<file path="config.mk">
export PLATFORM = sky130hd
export DESIGN_NAME = lutram_fifo_level
export DESIGN_NICKNAME = d
export VERILOG_FILES = /design/src/rtl/lutram_fifo_level_pkg.sv /design/src/rtl/lutram_fifo_level_lutram_sdp.sv /design/src/rtl/lutram_fifo_level.sv
export SDC_FILE = /design/constraint.sdc
export NUM_CORES = 1
export LEC_CHECK = 0
export BUFFER_PORTS_ARGS = -buffer_cell sky130_fd_sc_hd__buf_2
export CAP_MARGIN = 20
export CORE_ASPECT_RATIO = 0.9
export CORE_MARGIN = 4
export CORE_UTILIZATION = 60
export CTS_CLUSTER_DIAMETER = 80
export DETAILED_ROUTE_END_ITERATION = 8
export PLACE_DENSITY_LB_ADDON = 0.3
export SLEW_MARGIN = 20
export SYNTH_ARGS = -nofsm -noshare
export SYNTH_HDL_FRONTEND = slang
export SYNTH_SLANG_ARGS = --single-unit
</file>
<file path="constraint.sdc">
create_clock -name iClk -period 3.6 [get_ports iClk]
set_input_delay 0.36 -clock iClk [delete_from_list [all_inputs] [get_ports iClk]]
set_output_delay 0.36 -clock iClk [all_outputs]
set_load 0.01 [all_outputs]
</file>
<file path="src/rtl/lutram_fifo_level_pkg.sv">
// Shared constants and helpers for the level-tracking LUT-RAM FIFO.
// Latency: n/a (compile-time only).
// Backpressure: n/a.
package lutram_fifo_level_pkg;

  // The almost-full threshold defaults to this many entries below depth.
  // That gives the producer room for two in-flight writes after it sees
  // back-pressure.
  localparam int cAlmostFullOffset   = 2;
  localparam int cAlmostEmptyDefault = 2;

  // Number of bits needed to address v entries, i.e. ceil(log2(v)).
  // Returns at least 1 so that degenerate sizes still produce legal vectors.
  function automatic int fBitWidth(input int v);
    int r;
    r = 1;
    for (int i = 1; i < 31; i++) begin
      if ((1 << i) < v) r = i + 1;
    end
    return r;
  endfunction

endpackage

</file>
<file path="src/rtl/lutram_fifo_level_lutram_sdp.sv">
// Simple dual-port distributed RAM: synchronous write, asynchronous read.
// Latency: write lands at the clock edge; read is combinational from address.
// Backpressure: none; the caller gates iWe.
//
// Ports:
//   iClk        write clock
//   iWe         write enable
//   iWa / iWd   write address / data
//   iRa / oRd   read address / combinational read data
module lutram_sdp #(
  parameter int pDepth = 16,
  parameter int pWidth = 8,
  parameter int pAw    = 4
) (
  input  logic              iClk,
  input  logic              iWe,
  input  logic [pAw-1:0]    iWa,
  input  logic [pWidth-1:0] iWd,
  input  logic [pAw-1:0]    iRa,
  output logic [pWidth-1:0] oRd
);

  // Contents are deliberately not reset so this maps onto LUT-RAM.
  logic [pWidth-1:0] mem [pDepth];

  always_ff @(posedge iClk) begin
    if (iWe) mem[iWa] <= iWd;
  end

  assign oRd = mem[iRa];

endmodule

</file>
<file path="src/rtl/lutram_fifo_level.sv">
// First-word-fall-through LUT-RAM FIFO with occupancy count, almost flags and sticky errors.
// Latency: write to oRd valid is 1 edge; pops expose the next head combinationally (0 latency).
// Backpressure: writes are refused when full unless a read pops in the same cycle; oAlmostFull gives early warning.
//
// Ports:
//   iClk, iRst             clock, synchronous active-high reset
//   iWd, iWe               write data / request
//   oFull, oAlmostFull     level == depth / level >= pAlmostFull
//   oRd, iRe               head entry (FWFT) / pop request
//   oEmp, oAlmostEmp       level == 0 / level <= pAlmostEmpty
//   oLevel                 occupancy 0..pFifoDepth
//   oOverflow, oUnderflow  sticky error flags, cleared by iErrClr
module lutram_fifo_level
  import lutram_fifo_level_pkg::*;
#(
  parameter int pFifoDepth    = 16,
  parameter int pFifoBitWidth = 8,
  parameter int pAlmostFull   = pFifoDepth - cAlmostFullOffset,
  parameter int pAlmostEmpty  = cAlmostEmptyDefault
) (
  input  logic                           iClk,
  input  logic                           iRst,
  input  logic [pFifoBitWidth-1:0]       iWd,
  input  logic                           iWe,
  output logic                           oFull,
  output logic                           oAlmostFull,
  output logic [pFifoBitWidth-1:0]       oRd,
  input  logic                           iRe,
  output logic                           oEmp,
  output logic                           oAlmostEmp,
  output logic [fBitWidth(pFifoDepth):0] oLevel,
  output logic                           oOverflow,
  output logic                           oUnderflow,
  input  logic                           iErrClr
);

  localparam int AW = fBitWidth(pFifoDepth);
  localparam int LW = AW + 1;

  localparam logic [AW-1:0] cAOne   = AW'(1);
  localparam logic [LW-1:0] cLOne   = LW'(1);
  localparam logic [LW-1:0] cLDepth = LW'(pFifoDepth);
  localparam logic [LW-1:0] cLAfTh  = LW'(pAlmostFull);
  localparam logic [LW-1:0] cLAeTh  = LW'(pAlmostEmpty);

  logic [AW-1:0] rWA;
  logic [AW-1:0] rRA;
  logic [LW-1:0] rLevel;
  logic [LW-1:0] wLevelNxt;
  logic          rFull;
  logic          rAlmostFull;
  logic          rEmp;
  logic          rAlmostEmp;
  logic          rOverflow;
  logic          rUnderflow;
  logic          wAcceptRd;
  logic          wAcceptWr;

  // Acceptance uses only registered flags, so there is no combinational
  // path from the flag outputs back into the accept logic.
  // A full FIFO can still take a write when a pop frees a slot in the same cycle.
  assign wAcceptRd = iRe & ~rEmp;
  assign wAcceptWr = iWe & (~rFull | wAcceptRd);

  always_comb begin
    wLevelNxt = rLevel;
    unique case ({wAcceptWr, wAcceptRd})
      2'b10:   wLevelNxt = rLevel + cLOne;
      2'b01:   wLevelNxt = rLevel - cLOne;
      default: wLevelNxt = rLevel;
    endcase
  end

  always_ff @(posedge iClk) begin
    if (iRst) begin
      rWA         <= '0;
      rRA         <= '0;
      rLevel      <= '0;
      rFull       <= 1'b0;
      rAlmostFull <= 1'b0;
      rEmp        <= 1'b1;
      rAlmostEmp  <= 1'b1;
      rOverflow   <= 1'b0;
      rUnderflow  <= 1'b0;
    end else begin
      if (wAcceptWr) rWA <= rWA + cAOne;
      if (wAcceptRd) rRA <= rRA + cAOne;
      rLevel <= wLevelNxt;
      // Flags are derived from the next level so they move on the same
      // edge as the transfer, not one cycle later.
      rFull       <= (wLevelNxt == cLDepth);
      rAlmostFull <= (wLevelNxt >= cLAfTh);
      rEmp        <= (wLevelNxt == '0);
      rAlmostEmp  <= (wLevelNxt <= cLAeTh);
      // A clear request wins over a new error in the same cycle.
      if (iErrClr)                 rOverflow <= 1'b0;
      else if (iWe & ~wAcceptWr)   rOverflow <= 1'b1;
      if (iErrClr)                 rUnderflow <= 1'b0;
      else if (iRe & rEmp)         rUnderflow <= 1'b1;
    end
  end

  // Writes are blocked during reset so a request in the reset cycle is dropped.
  lutram_sdp #(
    .pDepth (pFifoDepth),
    .pWidth (pFifoBitWidth),
    .pAw    (AW)
  ) uRam (
    .iClk (iClk),
    .iWe  (wAcceptWr & ~iRst),
    .iWa  (rWA),
    .iWd  (iWd),
    .iRa  (rRA),
    .oRd  (oRd)
  );

  assign oFull       = rFull;
  assign oAlmostFull = rAlmostFull;
  assign oEmp        = rEmp;
  assign oAlmostEmp  = rAlmostEmp;
  assign oLevel      = rLevel;
  assign oOverflow   = rOverflow;
  assign oUnderflow  = rUnderflow;

endmodule

</file>
==> run summary <==
Status: completed
Leakage: 2.41 nW
Layout cell share with drive strength beyond 1: 25.6%
Ant. Diodes: 0
Hold/Removal Path Class: in2reg
Post-synthesis simple-gate area fraction: 4.51%
Grt ovf: 0
Hold_buf cts: 0
Worst-Skew Late Latency: 510 ps
R2r endpoint: oFull
CP Capture Type: output port
CTS tree: yes
Gr usage total: 21.5%
Detailed Place HPWL: 7.37 mm
Worst slack at placement: 677 ps
Routability congestion estimate: 0.794
WL final: 11.7 mm
Power, Total: 0.00435 W
Post-route ant nets: 0
Cell with the most instances after synthesis: edfxtp_1
Drt pass-1 iters: 5
IO Port Bufs: 31
Die Width: 114 µm
Vias in the first global route: 3096
Final setup vio count: 0
Num CTS Buffers: 17
Biggest area consumer among synthesized cells: edfxtp_1
Min Tclk post-route: 3120 ps
Crit start category: flip-flop
Crit Path Category: reg2out
Initial core utilization: 62.1%
Main combinational cell family by area after synthesis: multiplexers
Hold Vio Cnt, Final: 0
Cell area after synthesis: 6050 µm²
XOR/XNOR Fraction of Synth Area: 1.30%
Seq/Total Area, Yosys: 71.1%
Mapped Avg Cell Area: 19.2 µm²
Initial antenna violation count: 0
Most frequent cells after synthesis: edfxtp_1 (128), nor2_1 (27), mux4_1 (24), dfxtp_1 (23), mux4_2 (16)
Maxcap violations: 0
RR Startpoint: oEmp
Cells after Synth: 316
Die ar.: 11800 µm²
FMAX: 0.321 GHz
Final max-slew violation count: 0
Required @ worst endpoint: 3240 ps
Hold_sp: iErrClr
Worst reg2reg path depth: 11
Via count: 3083
Layout Nets: 391
IO Count: 32
Crit-path max FO: 18
Drt initial violations: 318
EDFF count, synth: 128
CTS resizes: 0
Avg WL per Cell: 22.9 µm
Setup bufs post-CTS: 0
Core ar.: 9740 µm²
Post-synthesis cell type count: 38
Adder-cell area share of the yosys netlist: 1.65%
Placed insts: 477
Final setup margin: 482 ps
Hold Crit Endpoint: oOverflow
Synth top area share: 63.5%
Ys Warns: 0
Final Instance Count excl. Fillers: 509
Synth Area in Compound Gates: 2.60%
Htree depth: 4
Arr. time, crit path: 2760 ps
Power Dens Cells: 622 nW/µm²
Synth-to-layout area growth: 15.4%
Hold path cells: 2
Core Util, Final: 71.7%
FF+latch count, synth: 151
Post-synthesis mux area share: 16.7%
R2r setup slk: 680 ps
Chip height: 103 µm
Fraction of registers with async set/reset: 0%
Worst slew pin tran: 747 ps
Post-route DRC violation count: 0
Period Utilization, post-route: 86.6%
# clock sinks: 151
VDD IR max: 437 µV
Clock Pin Slew Worst Setup and Hold Paths: 60 ps
Largest net degree at the start of global routing: 33
RSZ-0062 raised after global routing: no
Post-synth top flop: edfxtp_1
Skew final: 5.97 ps
Area contributors post-synth: edfxtp_1 (63%), mux4_1 (10%), dfxtp_1 (7.6%)
CTS max path bufs: 2
TNS Setup: 0 ps
Vias per cell: 6.06
Row Count: 34
Mapped Nets: 337
Global-route wire length before repair: 18.0 mm
Clk root buf: clkbuf_8
Max-Slew Margin vs Limit: 50.1%
==> critical path, cell delays in order, from the launching register on <==
cell     delay (ps)
dfxtp_2         690
buf_4           340
mux4_1          610
mux4_2          460
buf_2           150
==> routing by layer <==
layer / GRT usage [%] / wire (µm)
met4: 5.94 / 97
met5: 0 / 0
met1: 29.4 / 4920
met2: 35.9 / 6090
met3: 4.83 / 557
==> stage by stage <==
step / hold WS, ps / instance area (µm²)
after floorplan: 437 / 6050
after CTS: 1.48 / 6990
final: 21.2 / 6990
after global routing: 6.43 / 6990
after global placement: 489 / 6410
after detailed placement: 498 / 6410
==> sequential cells by signal (all words and copies together), names as in the netlist, named ones only <==
register and flops:
uRam.mem 128, oEmp 1, oUnderflow 1, oFull 1, oAlmostFull 1, rRA 4, oAlmostEmp 1, oLevel 5
rWA 4, oOverflow 1
==> cells in the final DEF, fill, tap and decap left out, types with 3 or more instances in the layout <==
cell type  instances
a21oi_1            7
buf_2             31
buf_4             21
bufinv_16          3
clkbuf_16         16
clkinv_1           3
clkinv_2           3
dfxtp_1           22
edfxtp_1         128
ha_1               8
inv_1              4
mux4_1            24
mux4_2            16
nand2_1           14
nand2b_1           5
nor2_1            27
nor2b_1            3
nor3_1             8
xnor2_1            4
xor2_1             5
==> worst max path at each step <==
stage	slack, ps	endpoint	start
6_report	480	oRd[3]	flip-flop
4_1_cts	410	oRd[3]	flip-flop
5_1_grt	350	oRd[3]	flip-flop
3_3_place_gp	770	oFull	iRe
3_5_place_dp	680	oFull	iRe
2_1_floorplan	930	oFull	oEmp
==> cells by family (layout without fill, tap and decap cells) <==
group                    after synthesis  in the layout
AO/OA/AOI/OAI                         23             23
XOR/XNOR                               9              9
adder cells (fa/ha/maj)                8              8
buffers and inverters                 21             88
flip-flops                           151            151
multiplexers                          42             42
AND/OR/NAND/NOR                       62             62
==> area by class of cell <==
class                   instances  area, µm²
clock buffers                  18        418
clock inverters                14        158
fillers                       557       2750
flip-flops and latches        151       4310
multi-input cells             144       1620
inverters                       4       15.0
repair buffers                 52        313
well taps                     126        158
==> where the power goes <==
part	total, W	switching, W	internal, W
registers	0.00204	0.0000831	0.00196
clock network	0.00171	0.000660	0.00105
logic	0.000598	0.000290	0.000308
total	0.00435	0.00103	0.00331
Note: power is estimated with default switching activity, not from simulation.
